### src/rtl/data_reader.sv
// ---------------------------------------------------------------------------
// data_reader : 2**AW x DW store with a valid/ready streaming read port
// Rev 1.0
// ---------------------------------------------------------------------------
`default_nettype none

module data_reader #(
  parameter int AW = 2,
  parameter int DW = 2
) (
  input  logic          clk,
  input  logic          rst_n,
  input  logic          wr_en,
  input  logic [AW-1:0] wr_addr,
  input  logic [DW-1:0] wr_data,
  input  logic          rd_start,
  input  logic [AW-1:0] rd_addr,
  input  logic [AW-1:0] rd_len,
  output logic          busy,
  output logic          rd_valid,
  input  logic          rd_ready,
  output logic [DW-1:0] rd_data,
  output logic [AW-1:0] rd_ptr,
  output logic          rd_last
);

  localparam int DEPTH = 2 ** AW;

  typedef enum logic [0:0] {
    IDLE   = 1'b0,
    STREAM = 1'b1
  } state_t;

  state_t        state, state_next;
  logic [DW-1:0] store [DEPTH];
  logic [AW-1:0] remaining, remaining_next;
  logic [AW-1:0] ptr_next, ptr_inc;
  logic [DW-1:0] data_next;
  logic          last_next;

  // Reads in the next-state logic see pre-write contents because the
  // store only updates on the clock edge.
  always_ff @(posedge clk or negedge rst_n) begin
    if (!rst_n) begin
      for (int i = 0; i < DEPTH; i++) store[i] <= '0;
    end else if (wr_en) begin
      store[wr_addr] <= wr_data;
    end
  end

  assign ptr_inc = rd_ptr + AW'(1);

  always_comb begin
    state_next     = state;
    ptr_next       = rd_ptr;
    data_next      = rd_data;
    remaining_next = remaining;
    last_next      = rd_last;
    case (state)
      IDLE: begin
        if (rd_start) begin
          state_next     = STREAM;
          ptr_next       = rd_addr;
          data_next      = store[rd_addr];
          remaining_next = rd_len;
          last_next      = (rd_len == '0);
        end
      end
      STREAM: begin
        if (rd_ready) begin
          if (rd_last) begin
            state_next = IDLE;
            last_next  = 1'b0;
          end else begin
            ptr_next       = ptr_inc;
            data_next      = store[ptr_inc];
            remaining_next = remaining - AW'(1);
            last_next      = (remaining == AW'(1));
          end
        end
      end
      default: state_next = IDLE;
    endcase
  end

  always_ff @(posedge clk or negedge rst_n) begin
    if (!rst_n) begin
      state     <= IDLE;
      rd_ptr    <= '0;
      rd_data   <= '0;
      remaining <= '0;
      rd_last   <= 1'b0;
    end else begin
      state     <= state_next;
      rd_ptr    <= ptr_next;
      rd_data   <= data_next;
      remaining <= remaining_next;
      rd_last   <= last_next;
    end
  end

  assign busy     = (state == STREAM);
  assign rd_valid = (state == STREAM);

endmodule

`default_nettype wire

### config.mk
export PLATFORM = sky130hd
export DESIGN_NAME = data_reader
export DESIGN_NICKNAME = d
export VERILOG_FILES = /design/src/rtl/data_reader.sv
export SDC_FILE = /design/constraint.sdc
export NUM_CORES = 1
export LEC_CHECK = 0
export ABC_AREA = 0
export BUFFER_PORTS_ARGS = -buffer_cell sky130_fd_sc_hd__clkbuf_2
export CORE_AREA = 3 3 43 45
export CTS_BUF_LIST = sky130_fd_sc_hd__clkbuf_8
export CTS_CLUSTER_DIAMETER = 200
export CTS_CLUSTER_SIZE = 16
export DETAILED_ROUTE_END_ITERATION = 8
export DIE_AREA = 0 0 46 48
export PLACE_DENSITY_LB_ADDON = 0.08
export SETUP_SLACK_MARGIN = 0.02
export SLEW_MARGIN = 25
export SYNTH_ARGS = -nofsm -noshare
export SYNTH_HDL_FRONTEND = slang
export SYNTH_SLANG_ARGS = --single-unit
### constraint.sdc
create_clock -name clk -period 2.3 [get_ports clk]
set_input_delay 0.46 -clock clk [delete_from_list [all_inputs] [get_ports clk]]
set_output_delay 0.46 -clock clk [all_outputs]
set_load 0.05 [all_outputs]
## After elaboration in Yosys (flattened, before gate mapping)

Cells that the tools add are included.

- Bitwise gates (word level): 4
- Multiplexer cells: 29
- Order comparisons: 4
- Add/subtract/negate cells: 2
- Equality and inequality tests: 4
- Reductions and logical operators: 4

Operators by type and width:

| operator | count |
|---|---|
| $mux 2 | 14 |
| $pmux 2 s2 | 3 |
| $ge 3x3->1 const B | 3 |
| $not 2->3 | 3 |
| $bmux 2 s2 | 2 |
| $bwmux 8 | 1 |
| $mux 1 | 6 |
| $ne 2x2->1 const B | 3 |
| $demux 2 s2 | 1 |
| $pmux 1 s2 | 2 |
| $lt 3x1->1 const B | 1 |
| $reduce_and 3->1 | 1 |
| $add 2x1->2 const B | 1 |
| $eq 2x1->1 const B | 1 |
| $logic_not 2->1 | 1 |
| $reduce_and 2->1 | 1 |
| $sub 2x1->2 const B | 1 |
| $logic_and 1x1->1 | 1 |
| $not 1->1 | 1 |

- Word-level logic and storage cells: 56
- Flip-flop bits (word level): 16
- Output and inout port bits: 7
- Bits of input ports: 13

## Logic depth before layout (Yosys ltp)

- Depth after elaboration: 8
- Mapped depth: 4
- Mapped depth without buffers: 4

## Worst setup path before layout

OpenSTA, ideal clock, no wires.

- Kind: register -> register
- From: register rd_ptr[0]
- To: register rd_data[0]
- Data required time: 2176 ps
- Cell stages (with the launch flop): 4
- Setup time: 124 ps
- Slack: 673 ps
- Clock period less this slack: 1627 ps
- Buffers on the path: 0
- Data arrival time: 1503 ps
- Cell sequence: dfrtp_1 mux4_1 mux2i_1 a21oi_1

- Longest elaborated chain between the ends: 8

Ends and longest elaborated chain:

| what | RTL line | RTL |
|---|---|---|
| start: declaration | 23 | `output logic [AW-1:0] rd_ptr,` |
| start signal: assignment | 95 | `rd_ptr <= ptr_next;` |
| $add 2x1->2 | 51 | `assign ptr_inc = rd_ptr + AW'(1);` |
| $not 2->3 (not written as such) | 76 | `data_next = store[ptr_inc];` |
| $bmux 2 s2 | 76 |  |
| $mux 2 (not written as such) (2 in a row) | 76 |  |
| $mux 2 | 71 | `if (rd_last) begin` |
| $mux 2 | 70 | `if (rd_ready) begin` |
| $pmux 2 s2 | 59 | `case (state)` |
| end signal: assignment | 96 | `rd_data <= data_next;` |
| end: declaration | 22 | `output logic [DW-1:0] rd_data,` |

No other way between the ends. The select of a mux whose other input is x is not followed.
A chain may end at the register's enable or synchronous reset.

## Worst setup path in the final report

- From: register state (netlist: busy)
- To: output port busy

RTL lines:

| what | RTL line | RTL |
|---|---|---|
| start: declaration | 34 | `state_t state, state_next;` |
| start signal: assignment | 94 | `state <= state_next;` |
| end: declaration | 19 | `output logic busy,` |

No word-level cell between the ends.

==> results.md <==
* Net count after synthesis at 84
* Area Overhead vs Synth at 18.4%
* CTS H-tree depth at 1
* Drt total wl at 1.80 mm
* Adder-Cell Fraction of Synth Area at 0.0146
* Delay-heaviest family, CP: flip-flops
* Initial Util at 0.568
* Power Density at 1380 nW/um2
* Input/output buffers at 19
* Unique masters post-synth at 23
* Largest family of logic cells by synthesized area: multiplexers
* Post-Synth Simple-Gate Area at 0.113
* Final hold violation count at 0
* RSZ-0062 raised after global routing: false
* Width of the die at 46 um
* Postcts setup bufs at 0
* Final Non-Filler Cells at 107
* Clk Latency, worst-skew pair at 0.25 ns
* RR Endpoint: remaining[0]
* Comb power frac at 0.462
* Worst R2R Setup Slack at 0.80 ns
* Pin count of the biggest net entering global routing at 17
* Pleak at 0.483 nW
* Avg WL per Cell at 16.8 um
* Sequential Power Share at 0.359
* Die Ht at 48 um
* Synth Area in Compound Gates at 0.0921
* CTS buffer count at 3
* Initial antenna violation count at 0
* Vias in the first global route at 612
* Storage element area at 400 um2
* CP arrival at 1.31 ns
* Row Count at 14
* Setup Crit Path Kind: register to primary output
* Critical Path RT at 1.84 ns
* Drt initial violations at 2
* Final worst-path cycle share at 0.770
* Boundary Pins at 20
* Synth warnings at 0
* Gr ovfl total at 0
* Setup violators final at 0
* CP Cell Sequence: clkbuf_2
* VDD IR max at 0.844 mV
* Root Buffer: clkbuf_8
* Syn_area_per_cell at 12.2 um2
* CTS tree: yes
* Critical-path cell with the highest stage delay: dfrtp_1
* CTS clock-pin slew for the worst setup and hold paths at 0.07 ns
* Share of cells above drive strength 1 at 0.330
* Antenna Nets Post-Route at 0
* Slew margin rel. at 0.636
* Psw at 0.613 mW
* Switch share at 0.439
* Clock tree buffer depth at 2
* Post-route DRC at 0
* Synth Cell Area at 856 um2
* Buf+Inv Stages, Crit Path at 1
* Hold buffer count at cts at 0
* Sequential area share after synthesis at 0.468
* GRT Overall Usage at 0.187
* Core ar. at 1510 um2
* Layout Nets at 106
* Pins Over Slew Limit at 0
* Worst r2r src: busy
* Clk pwr share at 0.179
* DR pass1 iterations at 4
* DP HPWL at 1.20 mm
* Ant. Diodes at 0
* Die area at 2210 um2
* Sinks on the clock net at 16
* R2R depth at 2
* Fill cells at 113
* Core Util, Final at 0.673
* Setup Skew at 0.00323 ns
* Routed vias/inst at 6.04
* Internal at 0.785 mW
* Worst Tran Pin Value at 0.547 ns
* FF+latch count, synth at 16
* Hold/Removal Path Class: input port to async pin
* Setup crit end kind: primary output
* Max stage delay on crit path at 0.69 ns
* Mapped Cells at 70
* Number of gates resized after CTS at 0
* Area of the multi-input gates at 435 um2
* Vias at 646
* Final Critical Period at 1.77 ns
* DP Cell Count at 103
* Mux cell area share after synthesis at 0.289
* Synth Area in XOR/XNOR at 0
* Max-cap viol count at 0
* TNS Setup at 0 ns
* GP Congestion at 0.746
* Global-route wire length before repair at 2.86 mm
* Worst-path fanout max at 16
* Peak Freq at 565 MHz
* Critical Path Start Type: register
* Outcome: complete, no violations
-- power by group through the flow --
stage	sequential (mW)	clock, mW	combinational [mW]
after CTS	0.502	0.250	0.649
after floorplan	0.640	0	0.360
after detailed placement	0.504	0	0.631
after global placement	0.497	0	0.621
final	0.502	0.250	0.646
after global routing	0.520	0.259	0.697
-- layout by cell type, fill, tap and decap left out, drive strengths merged, types with 2 or more instances in the layout --
| cell | netlist | layout |
|---|---|---|
| a211oi | 2 | 2 |
| a21oi | 9 | 9 |
| clkbuf | 0 | 23 |
| dfrtp | 16 | 16 |
| inv | 2 | 2 |
| mux2 | 10 | 10 |
| mux2i | 3 | 3 |
| mux4 | 4 | 4 |
| nand3b | 2 | 2 |
| nor2 | 9 | 9 |
| nor2b | 3 | 3 |
-- layout make-up --
| type | instances | share of cell area |
|---|---|---|
| Timing Repair Buffer | 19 | 0.0938 |
| Inverter | 2 | 0.00741 |
| Clock buffer | 4 | 0.0543 |
| Multi-Input combinational cell | 50 | 0.430 |
| Tap cell | 16 | 0.0198 |
| Sequential cell | 16 | 0.395 |
-- sequential cells by signal, indices dropped and copies added, names as in the netlist --
name / flops
busy: 1
rd_data: 2
rd_last: 1
rd_ptr: 2
remaining: 2
store: 8
-- stage by stage --
step	total power [mW]	setup slack [ns]	hold WS (ns)	cell area [um2]
final	1.40	0.529	0.125	1010
after detailed placement	1.13	0.787	0.405	958
after floorplan	1.00	0.673	0.164	856
after global routing	1.48	0.453	0.148	1010
after CTS	1.40	0.519	0.143	1010
after global placement	1.12	0.819	0.401	958
-- metal layers --
layer / global-route usage / part of all wire / routed length (um)
met4: 0.0682 / 0.0078 / 14
met3: 0.0338 / 0.042 / 76
met2: 0.316 / 0.52 / 937
met1: 0.238 / 0.43 / 772
met5: 0 / 0 / 0
-- worst register-to-register path, stage by stage (launching register included) --
cell	delay (ns)
dfrtp_1	0.69
mux2_4	0.40
mux2_4	0.30
-- logic make-up after synthesis --
kind of cell | count (synthesis)
AOI/OAI and AO/OA | 14
adders and majority gates | 1
buffers and inverters | 4
DFF | 16
muxes | 17
and+or+nand+nor | 18
-- cell usage after synthesis --
master	n	share of area
a211oi_1	2	0.018
nand3b_1	2	0.018
o21ai_1	1	0.0058
buf_2	1	0.0058
mux2_4	2	0.035
dfrtp_1	16	0.47
or3b_1	1	0.010
nor2_1	9	0.039
mux2_2	2	0.026
ha_1	1	0.015
a31oi_1	1	0.0073
nand3_1	1	0.0058
a21oi_1	9	0.053
mux2i_1	3	0.035
mux2_1	6	0.079
inv_1	2	0.0088
mux4_2	2	0.053
a21o_1	1	0.0088
and2_2	1	0.0088
mux4_1	2	0.061
buf_4	1	0.0088
nor3b_1	1	0.0088
nor2b_1	3	0.022
-- worst max-delay path by stage --
stage | start | end | slack, ns | depth (start not counted)
2_1_floorplan | rd_ptr[0] | rd_data[0] | 0.67 | 3
3_3_place_gp | rd_ready | remaining[0] | 0.82 | 4
5_1_grt | busy | rd_valid | 0.45 | 1
4_1_cts | busy | busy | 0.52 | 1
3_5_place_dp | rd_ready | remaining[0] | 0.79 | 4
6_report | busy | busy | 0.53 | 1
(Power assumes the default switching activity.)
